## src/rtl/reg_rr_write_arbiter_pkg.sv

```systemverilog
// rtl/reg_rr_write_arbiter_pkg.sv - shared state encoding and index-width helper for the write arbiter
package reg_rr_write_arbiter_pkg;

    typedef enum logic {
        ST_IDLE  = 1'b0,
        ST_OWNED = 1'b1
    } state_t;

    function automatic int unsigned idx_width(input int unsigned n);
        return (n > 1) ? $clog2(n) : 1;
    endfunction

endpackage

```

## src/rtl/reg_rr_write_arbiter_if.sv

```systemverilog
// rtl/reg_rr_write_arbiter_if.sv - requester/arbiter bundle: request, lock, data in; grant, ack, word out
interface reg_rr_write_arbiter_if #(
    parameter int N_REQ      = 4,
    parameter int DATA_WIDTH = 4
);
    logic [N_REQ-1:0]            REQ;
    logic [N_REQ-1:0]            LOCK;
    logic [N_REQ*DATA_WIDTH-1:0] D;
    logic [N_REQ-1:0]            GNT;
    logic [N_REQ-1:0]            ACK;
    logic [DATA_WIDTH-1:0]       Q;
    logic                        BUSY;

    modport master (output REQ, LOCK, D, input GNT, ACK, Q, BUSY);
    modport slave  (input REQ, LOCK, D, output GNT, ACK, Q, BUSY);
endinterface

```

## src/rtl/reg_rr_write_arbiter_register.sv

```systemverilog
// rtl/reg_rr_write_arbiter_register.sv - enable-gated storage register with synchronous reset value
module reg_rr_write_arbiter_register #(
    parameter int               WIDTH     = 4,
    parameter logic [WIDTH-1:0] RESET_VAL = '0
) (
    input  logic             clk,
    input  logic             rst,
    input  logic             en,
    input  logic [WIDTH-1:0] d,
    output logic [WIDTH-1:0] q
);
    logic [WIDTH-1:0] q_q;
    logic [WIDTH-1:0] q_d;

    always_comb begin
        q_d = en ? d : q_q;
    end

    always_ff @(posedge clk) begin
        if (rst) q_q <= RESET_VAL;
        else     q_q <= q_d;
    end

    assign q = q_q;
endmodule

```

## src/rtl/reg_rr_write_arbiter_rr_pick.sv

```systemverilog
// rtl/reg_rr_write_arbiter_rr_pick.sv - combinational round-robin pick from pointer upward with wrap
module reg_rr_write_arbiter_rr_pick #(
    parameter int N_REQ = 4,
    parameter int IDX_W = 2
) (
    input  logic [N_REQ-1:0] req,
    input  logic [IDX_W-1:0] ptr,
    input  logic [N_REQ-1:0] excl,
    output logic             valid,
    output logic [N_REQ-1:0] onehot,
    output logic [IDX_W-1:0] idx
);
    logic [N_REQ-1:0] cand;
    logic [IDX_W-1:0] c;

    assign cand = req & ~excl;

    always_comb begin
        valid  = 1'b0;
        onehot = '0;
        idx    = '0;
        c      = '0;
        for (int k = 0; k < N_REQ; k++) begin
            c = IDX_W'((int'(ptr) + k) % N_REQ);
            if (!valid && cand[c]) begin
                valid     = 1'b1;
                onehot[c] = 1'b1;
                idx       = c;
            end
        end
    end
endmodule

```

## src/rtl/reg_rr_write_arbiter.sv

```systemverilog
// rtl/reg_rr_write_arbiter.sv - round-robin shared register writer with bounded LOCK burst ownership
module reg_rr_write_arbiter
    import reg_rr_write_arbiter_pkg::*;
#(
    parameter int                    DATA_WIDTH = 4,
    parameter int                    N_REQ      = 4,
    parameter logic [DATA_WIDTH-1:0] RESET_VAL  = '0,
    parameter int                    MAX_HOLD   = 8
) (
    input  logic                  C,
    input  logic                  R,
    reg_rr_write_arbiter_if.slave bus
);
    localparam int IDX_W  = idx_width(N_REQ);
    localparam int HOLD_W = $clog2(MAX_HOLD + 1);

    state_t              state_q, state_d;
    logic [IDX_W-1:0]    ptr_q, ptr_d;
    logic [IDX_W-1:0]    owner_q, owner_d;
    logic [HOLD_W-1:0]   hold_q, hold_d;
    logic [N_REQ-1:0]    gnt_q, gnt_d;
    logic [N_REQ-1:0]    ack_q, ack_d;
    logic                busy_q, busy_d;

    logic                  we;
    logic [DATA_WIDTH-1:0] wdata;
    logic [DATA_WIDTH-1:0] q_word;
    logic [N_REQ-1:0]      excl;
    logic                  stay;
    logic                  pick_valid;
    logic [N_REQ-1:0]      pick_oh;
    logic [IDX_W-1:0]      pick_idx;
    logic [DATA_WIDTH-1:0] d_slice [N_REQ];

    for (genvar i = 0; i < N_REQ; i++) begin : g_slice
        assign d_slice[i] = bus.D[i*DATA_WIDTH +: DATA_WIDTH];
    end

    // The current owner is masked out so a release edge hands straight to someone else.
    always_comb begin
        excl = '0;
        if (state_q == ST_OWNED) excl[owner_q] = 1'b1;
    end

    reg_rr_write_arbiter_rr_pick #(.N_REQ(N_REQ), .IDX_W(IDX_W)) u_pick (
        .req    (bus.REQ),
        .ptr    (ptr_q),
        .excl   (excl),
        .valid  (pick_valid),
        .onehot (pick_oh),
        .idx    (pick_idx)
    );

    assign stay = (state_q == ST_OWNED) && bus.LOCK[owner_q] && (hold_q < HOLD_W'(MAX_HOLD));

    always_comb begin
        state_d = state_q;
        ptr_d   = ptr_q;
        owner_d = owner_q;
        hold_d  = hold_q;
        gnt_d   = '0;
        ack_d   = '0;
        we      = 1'b0;
        wdata   = d_slice[owner_q];
        if (stay) begin
            gnt_d  = gnt_q;
            hold_d = hold_q + HOLD_W'(1);
            if (bus.REQ[owner_q]) begin
                we             = 1'b1;
                ack_d[owner_q] = 1'b1;
            end
        end else if (pick_valid) begin
            we      = 1'b1;
            wdata   = d_slice[pick_idx];
            ack_d   = pick_oh;
            gnt_d   = pick_oh;
            owner_d = pick_idx;
            ptr_d   = (pick_idx == IDX_W'(N_REQ - 1)) ? '0 : pick_idx + IDX_W'(1);
            if (bus.LOCK[pick_idx]) begin
                state_d = ST_OWNED;
                hold_d  = HOLD_W'(1);
            end else begin
                state_d = ST_IDLE;
                hold_d  = '0;
            end
        end else begin
            state_d = ST_IDLE;
            hold_d  = '0;
        end
        busy_d = (state_d == ST_OWNED);
    end

    always_ff @(posedge C) begin
        if (R) begin
            state_q <= ST_IDLE;
            ptr_q   <= '0;
            owner_q <= '0;
            hold_q  <= '0;
            gnt_q   <= '0;
            ack_q   <= '0;
            busy_q  <= 1'b0;
        end else begin
            state_q <= state_d;
            ptr_q   <= ptr_d;
            owner_q <= owner_d;
            hold_q  <= hold_d;
            gnt_q   <= gnt_d;
            ack_q   <= ack_d;
            busy_q  <= busy_d;
        end
    end

    reg_rr_write_arbiter_register #(.WIDTH(DATA_WIDTH), .RESET_VAL(RESET_VAL)) u_store (
        .clk (C),
        .rst (R),
        .en  (we),
        .d   (wdata),
        .q   (q_word)
    );

    assign bus.Q    = q_word;
    assign bus.GNT  = gnt_q;
    assign bus.ACK  = ack_q;
    assign bus.BUSY = busy_q;
endmodule
```

## src/flat_wrapper.sv

```systemverilog
// flat-port wrapper written by rule: the top's interface ports become plain ports
module reg_rr_write_arbiter_flat import reg_rr_write_arbiter_pkg::*;
#(
    parameter int                    DATA_WIDTH = 4,
    parameter int                    N_REQ      = 4,
    parameter logic [DATA_WIDTH-1:0] RESET_VAL  = '0,
    parameter int                    MAX_HOLD   = 8
)
  (C, R, bus_REQ, bus_LOCK, bus_D, bus_GNT, bus_ACK, bus_Q, bus_BUSY);
  reg_rr_write_arbiter_if #(.N_REQ(N_REQ), .DATA_WIDTH(DATA_WIDTH)) bus_i ();
  input  logic C;
  input  logic R;
  input wire logic [$bits(bus_i.REQ)-1:0] bus_REQ;
  input wire logic [$bits(bus_i.LOCK)-1:0] bus_LOCK;
  input wire logic [$bits(bus_i.D)-1:0] bus_D;
  output wire logic [$bits(bus_i.GNT)-1:0] bus_GNT;
  output wire logic [$bits(bus_i.ACK)-1:0] bus_ACK;
  output wire logic [$bits(bus_i.Q)-1:0] bus_Q;
  output wire logic [$bits(bus_i.BUSY)-1:0] bus_BUSY;
  assign bus_i.REQ = bus_REQ;
  assign bus_i.LOCK = bus_LOCK;
  assign bus_i.D = bus_D;
  assign bus_GNT = bus_i.GNT;
  assign bus_ACK = bus_i.ACK;
  assign bus_Q = bus_i.Q;
  assign bus_BUSY = bus_i.BUSY;
  reg_rr_write_arbiter #(.DATA_WIDTH(DATA_WIDTH), .N_REQ(N_REQ), .RESET_VAL(RESET_VAL), .MAX_HOLD(MAX_HOLD)) u_core (.C(C), .R(R), .bus(bus_i));
endmodule
```

## config.mk

```make
export PLATFORM = sky130hd
export DESIGN_NAME = reg_rr_write_arbiter_flat
export DESIGN_NICKNAME = d
export VERILOG_FILES = /design/src/rtl/reg_rr_write_arbiter_pkg.sv /design/src/rtl/reg_rr_write_arbiter_if.sv /design/src/rtl/reg_rr_write_arbiter_register.sv /design/src/rtl/reg_rr_write_arbiter_rr_pick.sv /design/src/rtl/reg_rr_write_arbiter.sv /design/src/flat_wrapper.sv
export SDC_FILE = /design/constraint.sdc
export NUM_CORES = 1
export LEC_CHECK = 0
export BUFFER_PORTS_ARGS = -buffer_cell sky130_fd_sc_hd__buf_2
export CAP_MARGIN = 20
export CORE_MARGIN = 1
export CORE_UTILIZATION = 54
export DETAILED_ROUTE_END_ITERATION = 10
export PLACE_DENSITY = 0.8
export SETUP_SLACK_MARGIN = 0.2
export SYNTH_ARGS = -nofsm -noshare
export SYNTH_HDL_FRONTEND = slang
export SYNTH_SLANG_ARGS = --single-unit
```

## constraint.sdc

```tcl
create_clock -name C -period 3.81 [get_ports C]
set_input_delay 1.143 -clock C [delete_from_list [all_inputs] [get_ports C]]
set_output_delay 1.143 -clock C [all_outputs]
set_load 0.02 [all_outputs]
```

==> impl_metrics.json, run 1 <==
{
  "crit_path_end_kind": "flip-flop",
  "clk_pin_slew_ps": 140,
  "totalWireLength_um": 4122,
  "wire_per_inst_um": 16.82,
  "ys_ff_latch": 21,
  "clock_path_buffers": 2,
  "final_net_count": 251,
  "port-buffer-count": 38,
  "drc": 2,
  "postCtsHoldBufs": 0,
  "insertion_delay_ps": 320,
  "cts_max_level": 1,
  "r2r-start": "u_core.ptr_q[0]$_SDFFE_PP0P_",
  "dp_hpwl_um": 3063,
  "synth_top_area_share_pct": 24.83,
  "cap_violations": 0,
  "max_freq_mhz": 321.3,
  "rows": 19,
  "grtUsageTotal_pct": 25.88,
  "clock-sinks": 21,
  "cts_tree": "done",
  "synthFlopType": "dfxtp_1",
  "die_h_um": 57.99,
  "rsz0062_at_grt": "false",
  "r2r-end": "u_core.u_store.q[3]$_SDFFE_PP0P_",
  "tightest_slew_ps": 496.4,
  "leakage_nw": 0.8838,
  "cp_max_fo": 8,
  "cts_root_buf": "clkbuf_4",
  "tns_ps": 0,
  "hold_path_class": "reg -> reg",
  "hold_violations": 0,
  "core_um2": 2853,
  "crit_start": "u_core.ptr_q[0]$_SDFFE_PP0P_",
  "grt_overflow": 0,
  "synth_area_um2": 1693,
  "cts-resized-gates": 0,
  "antenna_found_initial": 0,
  "vdd_drop_max_mv": 0.4614,
  "preCtsSetupSlack_ps": 441.4,
  "fillCellCount": 235,
  "gp_congestion": 0.8393,
  "layout_setup_ws_ps": 697.2,
  "postCtsSetupBuffers": 0,
  "ys_types": 55,
  "cp-start-kind": "flip-flop",
  "avgSynthCellArea_um2": 9.457,
  "diodes": 0,
  "num_vias": 1623,
  "synth-async-reset-ratio_pct": 0,
  "ys_seq_area_share_pct": 24.83,
  "layout-drive-gt1-share_pct": 33.64,
  "drv_slew": 0,
  "finClkSkew_ps": 5.002,
  "grt_pass1_wl_um": 6755,
  "reg2reg_setup_slack_ps": 700,
  "fin_crit_ps": 3113,
  "fin_crit_sh_pct": 81.70,
  "grt_pass1_vias": 1507,
  "cp-endpoint": "u_core.u_store.q[3]$_SDFFE_PP0P_",
  "die_w_um": 57.99,
  "via_per_inst": 6.624,
  "cts_buffers": 3,
  "ys_top_cells_by_area": "dfxtp_1, mux4_2, mux2i_1",
  "worst-setup-path-type": "reg -> reg",
  "ff2ff_path_depth": 10,
  "synthCells": 179,
  "area_growth_pct": 13.30,
  "syn_nets": 215,
  "synth_top_area_cell": "dfxtp_1",
  "drt_iter0_drc": 94,
  "initial_core_util_pct": 59.34,
  "cp.arrival_ps": 3340,
  "drtPass1Iterations": 9,
  "violations": "DRC",
  "synth_edf_count": 0,
  "relSlewSlack_pct": 66.86,
  "ys_warn_count": 0,
  "ant_nets": 0,
  "pin_count": 39,
  "status": "complete, but fails checks",
  "grt_max_degree": 18,
  "power.density_nw_per_um2": 819.0,
  "cp.required_ps": 4040,
  "die_area_um2": 3363,
  "setup_violations": 0
}
-- critical path, stage by stage (launching register included) --
cell      delay [ps]
dfxtp_1          660
inv_1            220
ha_1             390
inv_1             80
a311o_1          310
a221oi_2         420
o21ai_2          110
o31ai_4          140
inv_4             90
mux2_4           310
o311a_1          290
-- flip-flops by register name, indices dropped and copies added (netlist names) --
register / flops
u_core.bus.ACK: 4
u_core.bus.GNT: 4
u_core.hold_q: 4
u_core.u_store.q: 4
u_core.owner_q: 2
u_core.ptr_q: 2
u_core.state_q: 1
-- synthesized netlist by cell type (2+ instances only) --
cell / instances
mux2i_1: 13
a21o_1: 6
buf_6: 3
nand3b_1: 2
nand3_1: 2
buf_2: 3
a222oi_1: 4
nor2_1: 9
clkbuf_1: 6
ha_1: 10
a31o_2: 4
a41o_1: 2
a311o_1: 2
o211ai_1: 3
mux4_2: 6
o22ai_1: 2
a21oi_1: 14
a31oi_1: 3
mux2_2: 3
a211o_1: 2
nor3_1: 4
nand2_1: 14
inv_1: 7
dfxtp_1: 21
o31ai_1: 3
xnor2_1: 2
-- final cells by class --
type	count	area, um^2	area share (%)
Multi-Input combinational cell	137	1165	60.73
Clock buffer	3	22.52	1.174
Clock inverter	1	7.507	0.3914
Tap cell	31	38.79	2.022
Sequential cell	21	420.4	21.92
Timing Repair Buffer	43	227.7	11.87
Inverter	9	36.28	1.892
-- cells in the final DEF, fill, tap and decap left out, drive strengths merged, types with 3 or more instances in the layout --
master / netlist / routed
clkbuf: 6 / 3
a222oi: 4 / 4
inv: 9 / 9
o31ai: 5 / 5
a31oi: 4 / 4
mux2: 4 / 4
mux4: 6 / 6
a21o: 6 / 6
a21oi: 14 / 14
nand2: 14 / 14
dfxtp: 21 / 21
o211ai: 3 / 3
ha: 10 / 10
nor3: 4 / 4
buf: 6 / 43
a31o: 4 / 4
nor2: 10 / 10
mux2i: 13 / 13
-- metal layers --
layer,wire (um),vias to the layer above,track usage [%]
li1,-,770,-
met1,1836,766,33.61
met2,1985,74,43.84
met3,234,13,4.018
met4,65,0,8.844
met5,0,-,0
-- cells by family after synthesis --
logic type,after synthesis,synth area share [%]
buf+inv,21,6.356
compound gates,62,29.86
mux,23,18.55
simple gates,39,11.01
flops,21,24.83
fa+ha+maj,10,7.391
xor+xnor,3,1.996
-- metrics by stage --
step	std cells	power (W)	utilization (%)	cell area [um^2]	hold slack (ps)
CTS	245	0.001556	67.24	1918	480.6
finish	245	0.001571	67.24	1918	474.2
global route	245	0.001677	67.24	1918	495.1
floorplan	179	0.001217	-	1693	457.1
detailed placement	241	0.001428	66.18	1888	442.3
global placement	241	0.001398	66.18	1888	436.3
-- how the worst min path moves through the flow --
| stage | startpoint | to | slack, ps | cells past startpoint |
|---|---|---|---|---|
| after floorplan | u_core.hold_q[0]$_SDFF_PP0_ | u_core.hold_q[0]$_SDFF_PP0_ | 460 | 1 |
| after global placement | u_core.bus.GNT[2]$_SDFFE_PP0N_ | u_core.bus.GNT[2]$_SDFFE_PP0N_ | 440 | 1 |
| after detailed placement | u_core.bus.GNT[1]$_SDFFE_PP0N_ | u_core.bus.GNT[1]$_SDFFE_PP0N_ | 440 | 1 |
| after CTS | u_core.bus.GNT[3]$_SDFFE_PP0N_ | u_core.bus.GNT[3]$_SDFFE_PP0N_ | 480 | 1 |
| after global routing | u_core.bus.GNT[1]$_SDFFE_PP0N_ | u_core.bus.GNT[1]$_SDFFE_PP0N_ | 500 | 1 |
| final | u_core.bus.GNT[3]$_SDFFE_PP0N_ | u_core.bus.GNT[3]$_SDFFE_PP0N_ | 470 | 1 |
-- report_power, final --
part | switching (W) | internal, W | leakage (nW)
clock network | 0.0000806 | 0.0000402 | 0.0139
logic | 0.000627 | 0.000458 | 0.697
registers | 0.0000675 | 0.000297 | 0.173
total | 0.000775 | 0.000796 | 0.884
No activity file was read; power rests on OpenSTA's default activity.
==> run 2: changes to the inputs <==
CORE_UTILIZATION = 49   (was 54)
PLACE_DENSITY = 0.76   (was 0.8)
clock period = 2.54 ns   (was 3.81 ns; I/O delays follow)
==> run 2 against run 1 <==
  * Global-route usage up 3.2 points
  * Via count is 7.1% higher
  * Non-clock buffer count increased by 34
  * Final area increased by 22%
  * The flow now finishes without violations
  * Register-to-register slack got worse by 630 ps
==> impl_metrics.json, run 2 (same netlist as run 1, synthesis figures left out) <==
{
  "area_growth_pct": 38.73,
  "layout-drive-gt1-share_pct": 51.61,
  "clk_pin_slew_ps": 130,
  "die_area_um2": 3694,
  "gp_congestion": 0.8908,
  "cp-start-kind": "flip-flop",
  "reg2reg_setup_slack_ps": 70,
  "totalWireLength_um": 4979,
  "cell_internal_pwr_w": 0.001661,
  "initial_core_util_pct": 53.69,
  "hold_path_class": "reg -> reg",
  "grt_overflow": 0,
  "most-common-layout-cells": "buf_2, buf_4, dfxtp_1, nand2_1",
  "antenna_found_initial": 0,
  "fin_crit_sh_pct": 97.32,
  "grt_pass1_vias": 1665,
  "power.density_nw_per_um2": 1301,
  "cp.required_ps": 2770,
  "hold_violations": 0,
  "finClkSkew_ps": 4.987,
  "vdd_drop_max_mv": 0.6323,
  "clock_path_buffers": 2,
  "grt_max_degree": 18,
  "postCtsHoldBufs": 0,
  "num_vias": 1739,
  "layout_commonest_cell": "buf_2",
  "cts_buffers": 3,
  "wire_per_inst_um": 17.05,
  "worst-setup-path-type": "reg -> reg",
  "final_net_count": 285,
  "relSlewSlack_pct": 68.35,
  "status": "completed",
  "cts_max_level": 1,
  "place_area_um2": 2172,
  "comb_power_share_pct": 76.3,
  "p_sw_w": 0.001393,
  "setup_violations": 0,
  "total_power_w": 0.003054,
  "cts_tree": "done",
  "max_freq_mhz": 404.5,
  "p_clk_share_pct": 5.7,
  "preCtsSetupSlack_ps": -198.5,
  "via_per_inst": 5.955,
  "fin_crit_ps": 2472,
  "tightest_slew_ps": 473.0,
  "fin_area_um2": 2349,
  "dp_hpwl_um": 3820,
  "port-buffer-count": 38,
  "drv_slew": 0,
  "layout_setup_ws_ps": 67.97,
  "ant_nets": 0,
  "core_um2": 3153,
  "diodes": 0,
  "cap_violations": 0,
  "pin_count": 39,
  "drc": 0,
  "grt_pass1_wl_um": 7810,
  "cts_root_buf": "clkbuf_4",
  "die_w_um": 60.78,
  "grtUsageTotal_pct": 29.07,
  "drtPass1Iterations": 6,
  "crit_path_end_kind": "flip-flop",
  "cp_max_fo": 6,
  "p_sw_share_pct": 45.61,
  "rows": 20,
  "seqPwrFrac_pct": 18.0,
  "drt_iter0_drc": 133,
  "clock-sinks": 21,
  "die_h_um": 60.78,
  "leakage_nw": 1.091,
  "cp.arrival_ps": 2700,
  "insertion_delay_ps": 320,
  "rsz0062_at_grt": "true"
}
## run 2: area by class of cell
cell class              instances  area, um^2
well taps                      44       55.05
fillers                       249       804.5
clock buffers                   3       22.52
inverters                       9       43.79
flip-flops and latches         21       427.9
clock inverters                 1       5.005
multi-input cells             137        1296
repair buffers                 77       498.0
## run 2: final timing paths
check                                 start                          endpoint  cells past startpoint
max            u_core.ptr_q[0]$_SDFFE_PP0P_  u_core.u_store.q[3]$_SDFFE_PP0P_                     11
min          u_core.bus.GNT[3]$_SDFFE_PP0N_    u_core.bus.GNT[3]$_SDFFE_PP0N_                      1
max reg2reg    u_core.ptr_q[0]$_SDFFE_PP0P_  u_core.u_store.q[3]$_SDFFE_PP0P_                     11
min reg2reg  u_core.bus.GNT[3]$_SDFFE_PP0N_    u_core.bus.GNT[3]$_SDFFE_PP0N_                      1
## run 2: worst max-delay path: stages (launching register included)
cell	delay (ps)
dfxtp_4	460
inv_6	40
ha_4	270
inv_2	40
buf_4	120
a211o_1	270
o22ai_2	220
and2_4	190
o31ai_4	100
inv_4	80
mux2_4	290
o311a_1	280
## run 2: layer usage
layer	up-vias	GRT usage [%]	wire length, um
li1	839	-	-
met1	826	34.60	2113
met2	61	52.28	2498
met3	13	4.264	250
met4	0	11.69	116
met5	-	0	0
## run 2: stage by stage
step / cells / TNS [ps] / hold slack, ps / utilization [%]
floorplan: 179 / -431.9 / 457.1 / -
global placement: 283 / -710.0 / 435.6 / 68.89
detailed placement: 283 / -1110 / 436.8 / 68.89
CTS: 291 / 0 / 470.1 / 73.13
global route: 292 / -9.238 / 482.1 / 74.48
finish: 292 / 0 / 465.1 / 74.48
## run 2: power by group through the flow
stage / clock, W / sequential [W] / combinational, W
3_5_place_dp: 0 / 0.000543 / 0.00204
6_report: 0.000174 / 0.000549 / 0.00233
4_1_cts: 0.000180 / 0.000546 / 0.00224
3_3_place_gp: 0 / 0.000539 / 0.00198
2_1_floorplan: 0 / 0.000634 / 0.00129
5_1_grt: 0.000192 / 0.000563 / 0.00250
## run 2: timing repair
action,in CTS,in global routing
pin swaps,5,6
buffers inserted,4,1
resized for setup,17,9
setup endpoints to repair,12,17
==> run 3: changes to the inputs <==
CORE_ASPECT_RATIO = 0.5   (was default)
==> run 3 against run 2 <==
  * Setup slack got worse by 25 ps
  * Count of clock-buffer cells in the layout did not move
  * Die area grew 0.39%
  * Maximum frequency decreased by 1.0%
  * Register-to-register slack got worse by 20 ps
  * Final area rose by 1.8%
  * Critical path type unchanged
  * Largest power group unchanged
==> impl_metrics.json, run 3 (same netlist as run 1, synthesis figures left out) <==
{
  "power.density_nw_per_um2": 1307,
  "reg2reg_setup_slack_ps": 40,
  "cp-start-kind": "flip-flop",
  "drc": 0,
  "gp_congestion": 0.8973,
  "pin_count": 39,
  "cts_buffers": 3,
  "final_net_count": 284,
  "fillCellCount": 226,
  "insertion_delay_ps": 260,
  "cp.required_ps": 2700,
  "port-buffer-count": 38,
  "totalWireLength_um": 4799,
  "hold_path_class": "reg -> reg",
  "crit_path_end_kind": "flip-flop",
  "status": "completed",
  "layout_commonest_cell": "buf_2",
  "clk_pin_slew_ps": 80,
  "comb_power_share_pct": 75.6,
  "cap_violations": 0,
  "hold_violations": 0,
  "via_per_inst": 6.024,
  "p_sw_w": 0.001400,
  "rsz0062_at_grt": "true",
  "relSlewSlack_pct": 59.40,
  "die_h_um": 43.56,
  "drt_iter0_drc": 131,
  "clock_path_buffers": 2,
  "dp_hpwl_um": 3536,
  "setup_violations": 0,
  "seqPwrFrac_pct": 17.1,
  "die_area_um2": 3708,
  "fin_crit_ps": 2497,
  "initial_core_util_pct": 53.99,
  "leakage_nw": 1.101,
  "finClkSkew_ps": 5.197,
  "layout-drive-gt1-share_pct": 51.42,
  "drv_slew": 0,
  "cts_max_level": 1,
  "cell_internal_pwr_w": 0.001725,
  "drtPass1Iterations": 6,
  "layout.cells.non_filler": 287,
  "cts_root_buf": "clkbuf_8",
  "cts_tree": "done",
  "grt_overflow": 0,
  "antenna_found_initial": 0,
  "dp_cells": 273,
  "cp.arrival_ps": 2660,
  "max_freq_mhz": 400.5,
  "num_vias": 1729,
  "ant_nets": 0,
  "p_sw_share_pct": 44.80,
  "rows": 14,
  "grt_pass1_vias": 1502,
  "grt_pass1_wl_um": 7334,
  "cp_max_fo": 6,
  "tightest_slew_ps": 606.7,
  "most-common-layout-cells": "buf_2, buf_4, dfxtp_1, nand2_1, a21oi_1",
  "core_um2": 3136,
  "fin_crit_sh_pct": 98.31,
  "grt_max_degree": 18,
  "diodes": 0,
  "wire_per_inst_um": 16.72,
  "worst-setup-path-type": "reg -> reg",
  "post-route-util_pct": 76.26,
  "vdd_drop_max_mv": 0.7163,
  "area_growth_pct": 41.24,
  "grtUsageTotal_pct": 25.94,
  "die_w_um": 85.13,
  "clock-sinks": 21,
  "p_clk_share_pct": 7.2
}
-- run 3: cell types whose count changed in the layout (fill, tap and decap cells not counted), moves of 2 or more --
cell      previous run  this run
clkbuf_8             0         3
buf_4               35        32
dfxtp_2              3         1
clkbuf_4             3         0
-- run 3: path summary, 6_finish.rpt --
check	end	depth (start not counted)	from
min	u_core.bus.GNT[1]$_SDFFE_PP0N_	1	u_core.bus.GNT[1]$_SDFFE_PP0N_
max	u_core.u_store.q[2]$_SDFFE_PP0P_	9	u_core.ptr_q[0]$_SDFFE_PP0P_
min reg2reg	u_core.bus.GNT[1]$_SDFFE_PP0N_	1	u_core.bus.GNT[1]$_SDFFE_PP0N_
max reg2reg	u_core.u_store.q[2]$_SDFFE_PP0P_	9	u_core.ptr_q[0]$_SDFFE_PP0P_
-- run 3: power by group through the flow --
stage | combinational, W | sequential [W] | clock (W)
2_1_floorplan | 0.00129 | 0.000634 | 0
6_report | 0.00236 | 0.000535 | 0.000226
3_5_place_dp | 0.00196 | 0.000534 | 0
5_1_grt | 0.00251 | 0.000548 | 0.000244
3_3_place_gp | 0.00193 | 0.000530 | 0
4_1_cts | 0.00206 | 0.000526 | 0.000230
-- run 3: layout make-up --
type                       count  area [um^2]  area share [%]
timing repair buffer          76        506.7           21.19
clock buffer                   3        41.29           1.727
clock inverter                 1        5.005          0.2093
sequential                    21        429.2           17.95
inverter                       9        43.79           1.832
tap                           40        50.05           2.093
multi-input combinational    137         1315           55.00
-- run 3: what timing repair did --
action,in CTS,in global routing
gates cloned,0,1
buffers inserted,4,5
endpoints found under the setup margin,16,18
gates resized for setup,8,26
pin swaps,4,6
hold buffers,0,0
-- run 3: critical path, cell delays in order (launching register included) --
cell,delay (ps)
dfxtp_4,400
buf_6,140
xor2_4,190
a311o_1,420
a221oi_4,260
buf_6,170
o31ai_4,100
buf_4,160
o211a_1,190
o41a_1,350
-- run 3: metal layers --
metal / vias to the layer above / track usage [%] / share of wire (%)
met5: - / 0 / 0
met4: 0 / 5.085 / 0
met3: 0 / 4.952 / 7.9
met2: 88 / 41.61 / 46
met1: 809 / 37.06 / 46
li1: 832 / - / -
-- run 3: stage by stage --
stage / setup TNS, ps / instance area (um^2) / setup WS [ps] / power, W / hold slack [ps]
floorplan: -431.9 / 1757 / -219.6 / 0.001921 / 457.1
global placement: -433.7 / 2122 / -102.9 / 0.002457 / 429.1
detailed placement: -831.1 / 2122 / -177.2 / 0.002497 / 434.0
CTS: 0 / 2235 / 55.24 / 0.002820 / 452.7
global route: -9.959 / 2391 / -5.961 / 0.003302 / 471.7
finish: 0 / 2391 / 43.05 / 0.003125 / 448.1
